===== config.mk =====
export PLATFORM = sky130hd
export DESIGN_NAME = scan_uart_tx
export DESIGN_NICKNAME = d
export VERILOG_FILES = /design/src/rtl/scan_uart_tx.sv
export SDC_FILE = /design/constraint.sdc
export NUM_CORES = 1
export LEC_CHECK = 0
export ABC_AREA = 1
export CAP_MARGIN = 20
export CORE_ASPECT_RATIO = 0.6
export CORE_UTILIZATION = 48
export DETAILED_ROUTE_END_ITERATION = 10
export DONT_BUFFER_PORTS = 1
export HOLD_SLACK_MARGIN = 0.06
export SKIP_CTS_REPAIR_TIMING = 1
export SLEW_MARGIN = 40
export SYNTH_ARGS = -nofsm -noshare
export SYNTH_HDL_FRONTEND = slang
export SYNTH_SLANG_ARGS = --single-unit

===== constraint.sdc =====
create_clock -name clk -period 7.5 [get_ports clk]
set_input_delay 1.5 -clock clk [delete_from_list [all_inputs] [get_ports clk]]
set_output_delay 1.5 -clock clk [all_outputs]
set_load 0.01 [all_outputs]

===== src/rtl/scan_uart_tx.sv =====
`default_nettype none
// ============================================================================
// scan_uart_tx : captures scan-chain TDO on RTCK rises, packs LSB-first bytes
//                into a 4-deep FIFO and sends them 8N1 on tx.
// Revision     : 1.0
// ============================================================================
module scan_uart_tx #(
  parameter int CLKRATE  = 12_000_000,
  parameter int BAUDRATE = 115_200
) (
  input  logic       clk,
  input  logic       rst_n,
  input  logic       tms,
  input  logic       rtck,
  input  logic       tdo,
  output logic       tx,
  output logic       busy,
  output logic       overflow,
  output logic [2:0] fifo_level
);

  localparam int              DIVISOR   = CLKRATE / BAUDRATE;
  localparam int              BAUD_W    = (DIVISOR > 1) ? $clog2(DIVISOR) : 1;
  localparam logic [BAUD_W-1:0] BAUD_LAST = BAUD_W'(DIVISOR - 1);

  typedef enum logic [1:0] {
    S_IDLE  = 2'd0,
    S_START = 2'd1,
    S_DATA  = 2'd2,
    S_STOP  = 2'd3
  } state_t;

  // Equal-depth synchronizers keep tdo aligned with the rtck edge detect.
  logic r_tms_s1, r_tms_s2;
  logic r_rtck_s1, r_rtck_s2, r_rtck_s3;
  logic r_tdo_s1, r_tdo_s2;

  always_ff @(posedge clk or negedge rst_n) begin
    if (!rst_n) begin
      r_tms_s1  <= 1'b0;
      r_tms_s2  <= 1'b0;
      r_rtck_s1 <= 1'b0;
      r_rtck_s2 <= 1'b0;
      r_rtck_s3 <= 1'b0;
      r_tdo_s1  <= 1'b0;
      r_tdo_s2  <= 1'b0;
    end else begin
      r_tms_s1  <= tms;
      r_tms_s2  <= r_tms_s1;
      r_rtck_s1 <= rtck;
      r_rtck_s2 <= r_rtck_s1;
      r_rtck_s3 <= r_rtck_s2;
      r_tdo_s1  <= tdo;
      r_tdo_s2  <= r_tdo_s1;
    end
  end

  logic       w_rise;
  logic       w_wr;
  logic [7:0] w_byte;
  logic [2:0] r_bit_cnt;
  logic [6:0] r_cap;

  assign w_rise = r_rtck_s2 & ~r_rtck_s3;
  assign w_wr   = r_tms_s2 & w_rise & (r_bit_cnt == 3'd7);
  // The 8th bit goes straight into the FIFO word, so only 7 bits are held.
  assign w_byte = {r_tdo_s2, r_cap};

  always_ff @(posedge clk or negedge rst_n) begin
    if (!rst_n) begin
      r_bit_cnt <= 3'd0;
      r_cap     <= 7'd0;
    end else if (!r_tms_s2) begin
      r_bit_cnt <= 3'd0;
    end else if (w_rise) begin
      r_cap     <= {r_tdo_s2, r_cap[6:1]};
      r_bit_cnt <= r_bit_cnt + 3'd1;
    end
  end

  logic [7:0] r_mem [4];
  logic [1:0] r_wptr, r_rptr;
  logic [2:0] r_count;
  logic       r_overflow;
  logic       w_full, w_empty, w_pop, w_push;
  logic [7:0] w_head;

  assign w_full  = (r_count == 3'd4);
  assign w_empty = (r_count == 3'd0);
  // A pop in the same cycle frees the slot, so a write into a full FIFO survives.
  assign w_push  = w_wr & (~w_full | w_pop);
  assign w_head  = r_mem[r_rptr];

  always_ff @(posedge clk) begin
    if (w_push) r_mem[r_wptr] <= w_byte;
  end

  always_ff @(posedge clk or negedge rst_n) begin
    if (!rst_n) begin
      r_wptr     <= 2'd0;
      r_rptr     <= 2'd0;
      r_count    <= 3'd0;
      r_overflow <= 1'b0;
    end else begin
      if (w_push) r_wptr <= r_wptr + 2'd1;
      if (w_pop)  r_rptr <= r_rptr + 2'd1;
      r_count <= r_count + {2'b00, w_push} - {2'b00, w_pop};
      if (w_wr & ~w_push) r_overflow <= 1'b1;
    end
  end

  state_t            r_state, w_state_nxt;
  logic [BAUD_W-1:0] r_baud, w_baud_nxt;
  logic [2:0]        r_bit_idx, w_bit_idx_nxt;
  logic [7:0]        r_shift, w_shift_nxt;
  logic              r_tx, w_tx_nxt;
  logic              w_baud_end;

  assign w_baud_end = (r_baud == BAUD_LAST);

  always_ff @(posedge clk or negedge rst_n) begin
    if (!rst_n) begin
      r_state   <= S_IDLE;
      r_baud    <= '0;
      r_bit_idx <= 3'd0;
      r_shift   <= 8'd0;
      r_tx      <= 1'b1;
    end else begin
      r_state   <= w_state_nxt;
      r_baud    <= w_baud_nxt;
      r_bit_idx <= w_bit_idx_nxt;
      r_shift   <= w_shift_nxt;
      r_tx      <= w_tx_nxt;
    end
  end

  always_comb begin
    w_state_nxt   = r_state;
    w_baud_nxt    = w_baud_end ? '0 : r_baud + BAUD_W'(1);
    w_bit_idx_nxt = r_bit_idx;
    w_shift_nxt   = r_shift;
    w_pop         = 1'b0;
    case (r_state)
      S_IDLE: begin
        w_baud_nxt = '0;
        if (!w_empty) begin
          w_pop       = 1'b1;
          w_shift_nxt = w_head;
          w_state_nxt = S_START;
        end
      end
      S_START: begin
        if (w_baud_end) begin
          w_state_nxt   = S_DATA;
          w_bit_idx_nxt = 3'd0;
        end
      end
      S_DATA: begin
        if (w_baud_end) begin
          if (r_bit_idx == 3'd7) begin
            w_state_nxt = S_STOP;
          end else begin
            w_shift_nxt   = {1'b0, r_shift[7:1]};
            w_bit_idx_nxt = r_bit_idx + 3'd1;
          end
        end
      end
      S_STOP: begin
        if (w_baud_end) begin
          // Chain straight into the next start bit when data is waiting.
          if (!w_empty) begin
            w_pop       = 1'b1;
            w_shift_nxt = w_head;
            w_state_nxt = S_START;
          end else begin
            w_state_nxt = S_IDLE;
          end
        end
      end
      default: w_state_nxt = S_IDLE;
    endcase
    case (w_state_nxt)
      S_START: w_tx_nxt = 1'b0;
      S_DATA:  w_tx_nxt = w_shift_nxt[0];
      default: w_tx_nxt = 1'b1;
    endcase
  end

  assign tx         = r_tx;
  assign busy       = (r_state != S_IDLE) | ~w_empty;
  assign overflow   = r_overflow;
  assign fifo_level = r_count;

endmodule
`default_nettype wire


==> reports/metrics.cfg, run 1 <==
[outcome]
status=finished clean

[drt]
routed_wl_um=6470
viasPerCell=5.17
drt_iter0_markers=142
ant_nets=0
vias=2243
first_pass_iters=6
wl_per_cell_um=14.9
drc_errors=0

[die]
core_mm2=0.00688
dieWidth_um=113
dieHeight_um=68.4
io_pins=11
dieArea_mm2=0.00770
num_rows=23
start_util_pct=51.3

[grt]
grtUsageTotal_pct=18.8
antenna_found_initial=0
overflow=0
grt_pass1_vias=1950
grt_max_degree=47
grt_pass1_wl_um=10400

[finish]
final_core_util_pct=56.7
n_antenna_cell=0
n_fill_cell=600
drive_gt1_share_pct=10.4
ff_latch_area_mm2=0.00211
layout_common_cells=nand2_1, dfrtp_1, inv_1
layout_commonest_cell=nand2_1
syn2layout_area_growth_pct=10.6
nets=364
multi_input_area_mm2=0.00122

[worst_setup_path]
cp.arrival_ns=1.30
critical_path_class=register to output port
worstPathBufferInverterCount=0
startpoint_type=register
crit_path_end_kind=output port
cpLargestDelayFamily=simple AND/OR/NAND/NOR gates
crit_required_ns=6.00
slowest_delay_ns=0.47
crit_path_cell_trace=nor3_4, nand2_1
cp_max_fo=5
rrSetupSlack_ns=4.76
crit_path_top_delay_cell=dfrtp_1

[yosys]
async_flop_share_pct=59.0
syn-instance-count=336
ys_types=36
synth_ff_type=dfrtp_1
synth_edf_count=32
ys_seq_area_share_pct=59.9
syn_area_per_cell_um2=10.5
ys_seq_elements=78
synth_nets=358
synth_area_mm2=0.00353
yosysWarnings=0

[place]
portBuffers=0
dp_hpwl_um=4460
gp_congestion=0.871

[sta]
hold_violations=0
post-route-min-period_ns=2.80
setup_viol=0
max_slew_margin_pct=44.6
tightestPinTransition_ns=0.828
grt_setup_unrepaired=no
max_freq_ghz=0.357
tns_ns=0
finalMaxSlewViolations=0
fin_crit_sh_pct=37.3
skew_ns=0.00415

[power]
irDropWorstVdd_v=0.000162
cellLeakagePower_nw=1.73
cellPowerDensity_mw_per_mm2=341

[clock_tree]
clock-root-buffer=clkbuf_16
clock_sinks=78
cts_buffer_depth=2
cts_made_buffers=9
cts_max_level=3
insertion_delay_ns=0.33
clk_pin_slew_worst_paths_ns=0.06
tritoncts=built

[hold_path]
hold_class=register to register

[flow_run]
maxCapViolations=0

## state kept, by name, summed over array words and instances, names as in the netlist
| name | cells |
|---|---|
| r_rtck_s2 | 1 |
| r_wptr | 2 |
| r_rtck_s3 | 1 |
| r_mem | 32 |
| fifo_level | 3 |
| r_tdo_s2 | 1 |
| r_rptr | 2 |
| r_bit_idx | 3 |
| r_cap | 7 |
| r_baud | 7 |
| r_shift | 8 |
| r_tms_s2 | 1 |
| r_bit_cnt | 3 |
| r_rtck_s1 | 1 |
| r_tdo_s1 | 1 |
| r_tms_s1 | 1 |
| r_state | 2 |
| tx | 1 |
| overflow | 1 |
## where the power goes
group          switching, mW  leakage, nW  internal, mW
combinational          0.219        0.704         0.118
clock                  0.156        0.142         0.253
sequential            0.0751        0.887         0.510
## layer usage
| metal | up-vias | routed length, um | global-route usage, % |
|---|---|---|---|
| met5 | - | 0 | 0 |
| met4 | 0 | 34 | 6.50 |
| met3 | 5 | 413 | 7.17 |
| met2 | 63 | 2570 | 25.8 |
| met1 | 1059 | 3450 | 27.0 |
| li1 | 1116 | - | - |
## Yosys cell counts (3+ instances only)
cell	n	area, um2
a21oi_1	4	20.0
buf_2	4	20.0
dfrtp_1	45	1130
edfxtp_1	32	961
ha_1	16	200
inv_1	39	146
inv_2	3	11.3
nand2_1	78	293
nand2_2	3	18.8
nand2_4	3	33.8
nand3_1	17	85.1
nor2_1	24	90.1
nor3_1	4	20.0
o21ai_0	23	115
o21ai_1	4	20.0
o22ai_1	7	43.8
xor2_1	5	43.8
## cells by family after synthesis
logic type,synth area share (%)
flops,59.9
buf+inv,5.57
simple gates,19.1
compound gates,7.35
xor+xnor,1.49
fa+ha+maj,6.25
mux,0.284
## area by class of cell
type | count | share of cell area, %
flip-flops and latches | 78 | 54.2
repair buffers | 1 | 0.193
clock buffers | 14 | 7.06
multi-input cells | 209 | 31.3
clock inverters | 2 | 0.353
well taps | 87 | 2.79
inverters | 43 | 4.14
## metrics by stage
| stage | std cells | setup WS, ns | total power [mW] | hold slack [ns] | instance area (um2) |
|---|---|---|---|---|---|
| global placement | 418 | 4.84 | 0.929 | 0.336 | 3610 |
| CTS | 434 | 4.67 | 1.35 | 0.349 | 3900 |
| detailed placement | 418 | 4.80 | 0.929 | 0.336 | 3610 |
| floorplan | 336 | 4.96 | 0.850 | 0.331 | 3530 |
| global route | 434 | 4.53 | 1.42 | 0.361 | 3900 |
| finish | 434 | 4.70 | 1.33 | 0.346 | 3900 |
## path summary, 6_finish.rpt
check | start | depth (start not counted) | to
max | fifo_level[0]$_DFF_PN0_ | 2 | busy
min | r_tdo_s1$_DFF_PN0_ | 0 | r_tdo_s2$_DFF_PN0_
max reg2reg | r_baud[0]$_DFF_PN0_ | 14 | fifo_level[2]$_DFF_PN0_
min reg2reg | r_tdo_s1$_DFF_PN0_ | 0 | r_tdo_s2$_DFF_PN0_
max in group asynchronous | rst_n | 0 | tx$_DFF_PN1_
min in group asynchronous | rst_n | 0 | r_cap[0]$_DFFE_PN0P_
No activity file was read; power rests on OpenSTA's default activity.
==> inputs of run 2 (changes only) <==
==> constraint.sdc (replaced) <==
create_clock -name clk -period 2.65 [get_ports clk]
set_input_delay 0.53 -clock clk [delete_from_list [all_inputs] [get_ports clk]]
set_output_delay 0.53 -clock clk [all_outputs]
set_load 0.01 [all_outputs]
==> run 2 against run 1 <==
Net effect: worst setup slack lost 4.5 ns; flip-flop and latch count is the same; non-clock buffer count grew 14; first-iteration DRC count shrank 1.4%; clock skew grew 0.0025 ns; count of clock-buffer cells in the layout shrank 3; die area is the same; global-route usage grew 1.3 points; largest power group unchanged.
==> reports/metrics.cfg, run 2 (synthesis results as in run 1) <==
[worst_setup_path]
critical_path_class=register to register
crit_path_top_delay_cell=dfrtp_1
cpLargestDelayFamily=adder cells
cp_max_fo=4  ; -1
crit_path_cell_trace=ha_2, nand2_2, nor2_4, nand3_2, nand2_4, nand3_4, nand2_4, nand3_4, ha_1, inv_1, ha_1, fa_2, xnor2_2, xor2_1
worstPathBufferInverterCount=1  ; +1
startpoint_type=register
crit_required_ns=2.86  ; -3.14 ns
cp.arrival_ns=2.68  ; +1.38 ns
slowest_delay_ns=0.37  ; -0.10 ns
crit_path_end_kind=register

[sta]
max_freq_ghz=0.404
tightestPinTransition_ns=0.444  ; -0.384 ns
post-route-min-period_ns=2.47
max_slew_margin_pct=70.2  ; +26 points
hold_violations=0  ; unchanged
tns_ns=0  ; unchanged
grt_setup_unrepaired=no
finalMaxSlewViolations=0  ; unchanged
setup_viol=0  ; unchanged
fin_crit_sh_pct=93.3
skew_ns=0.00668  ; +0.00252 ns

[hold_path]
hold_class=input pin to register

[place]
gp_congestion=0.762  ; -12%
dpl.cell_count=430  ; +2.9%
dp_hpwl_um=4600  ; +3.1%
place_area_mm2=0.00370  ; +2.5%
portBuffers=0  ; unchanged

[drt]
drt_iter0_markers=140  ; -1.4%
vias=2247  ; +0.18%
wl_per_cell_um=14.7  ; -1.6%
first_pass_iters=4  ; -2
routed_wl_um=6580  ; +1.6%
viasPerCell=5.02  ; -3.0%
ant_nets=0  ; unchanged
drc_errors=0  ; unchanged

[finish]
final_cells=448  ; +3.2%
syn2layout_area_growth_pct=13.9
ff_latch_area_mm2=0.00211  ; unchanged
n_antenna_cell=0  ; unchanged
largest_reg_flops=32  ; unchanged
layout_commonest_cell=nand2_1
reg_top3=r_mem: 32 flops, r_shift: 8 flops
layout_common_cells=nand2_1, dfrtp_1, inv_1
drive_gt1_share_pct=14.1  ; +3.8 points
nets=378  ; +3.8%
top_register=r_mem
fin_area_mm2=0.00402  ; +3.0%
final_core_util_pct=58.4  ; +1.7 points
n_fill_cell=605  ; +0.83%
multi_input_area_mm2=0.00123  ; +0.82%

[clock_tree]
clock-root-buffer=clkbuf_16
tritoncts=built
clk_pin_slew_worst_paths_ns=0.05  ; about the same
clock_sinks=78  ; unchanged
cts_buffer_depth=2  ; unchanged
cts_made_buffers=9  ; unchanged
cts_max_level=3  ; unchanged
insertion_delay_ns=0.33  ; about the same

[grt]
grt_max_degree=47  ; unchanged
grtUsageTotal_pct=20.1  ; +1.3 points
grt_pass1_wl_um=11100  ; +6.0%
antenna_found_initial=0  ; unchanged
grt_pass1_vias=2167  ; +11%
overflow=0  ; unchanged

[die]
start_util_pct=51.3  ; unchanged
io_pins=11  ; unchanged
core_mm2=0.00688  ; unchanged
dieHeight_um=68.4  ; unchanged
dieWidth_um=113  ; unchanged
dieArea_mm2=0.00770  ; unchanged
num_rows=23  ; unchanged

[power]
cellPowerDensity_mw_per_mm2=956  ; +180%
total_power_mw=3.84  ; +190%
irDropWorstVdd_v=0.000584  ; +260%
cellLeakagePower_nw=1.80  ; +3.9%

[flow_run]
maxCapViolations=0  ; unchanged

[outcome]
status=finished clean

run 2: stage by stage:
step | hold slack, ns | worst slack [ns]
floorplan | 0.234 | 0.113
global route | 0.207 | 0.0171
detailed placement | 0.236 | 0.130
CTS | -0.126 | 0.132
global placement | 0.236 | 0.213
finish | 0.228 | 0.178
run 2: final cells by class:
cell class | count | share of cell area (%)
sequential | 78 | 52.6
multi-input combinational | 209 | 30.6
clock buffer | 11 | 6.05
timing repair buffer | 15 | 3.37
clock inverter | 5 | 0.623
tap | 87 | 2.71
inverter | 43 | 4.02
run 2: worst register-to-register path, cell delays in order (launching register included):
cell and delay [ns]:
dfrtp_1 0.37, ha_2 0.21, nand2_2 0.08, nor2_4 0.12, nand3_2 0.08, nand2_4 0.08
nand3_4 0.09, nand2_4 0.08, nand3_4 0.06, ha_1 0.28, inv_1 0.04, ha_1 0.19
fa_2 0.36, xnor2_2 0.15, xor2_1 0.15
run 2: path summary, 6_finish.rpt:
path	slack, ns	from	depth (start not counted)	endpoint
worst max-delay path	0.18	r_baud[0]$_DFF_PN0_	14	fifo_level[2]$_DFF_PN0_
worst min-delay path	0.23	rtck	0	r_rtck_s1$_DFF_PN0_
worst max register to register	0.18	r_baud[0]$_DFF_PN0_	14	fifo_level[2]$_DFF_PN0_
worst min register to register	0.35	r_tms_s1$_DFF_PN0_	0	r_tms_s2$_DFF_PN0_
max in group asynchronous	1.66	rst_n	2	tx$_DFF_PN1_
min in group asynchronous	0.71	rst_n	2	r_shift[7]$_DFFE_PN0P_
run 2: report_power, final:
group	internal (mW)	switching, mW
Combinational	0.422	0.685
Clock	0.649	0.452
Sequential	1.44	0.186
Total	2.51	1.32
run 2: per-layer routing:
metal	vias to the layer above	share of wire, %	GRT usage, %
li1	1151	-	-
met1	1050	53	28.6
met2	40	40	28.2
met3	6	5.5	6.20
met4	0	1.1	9.33
met5	-	0	0
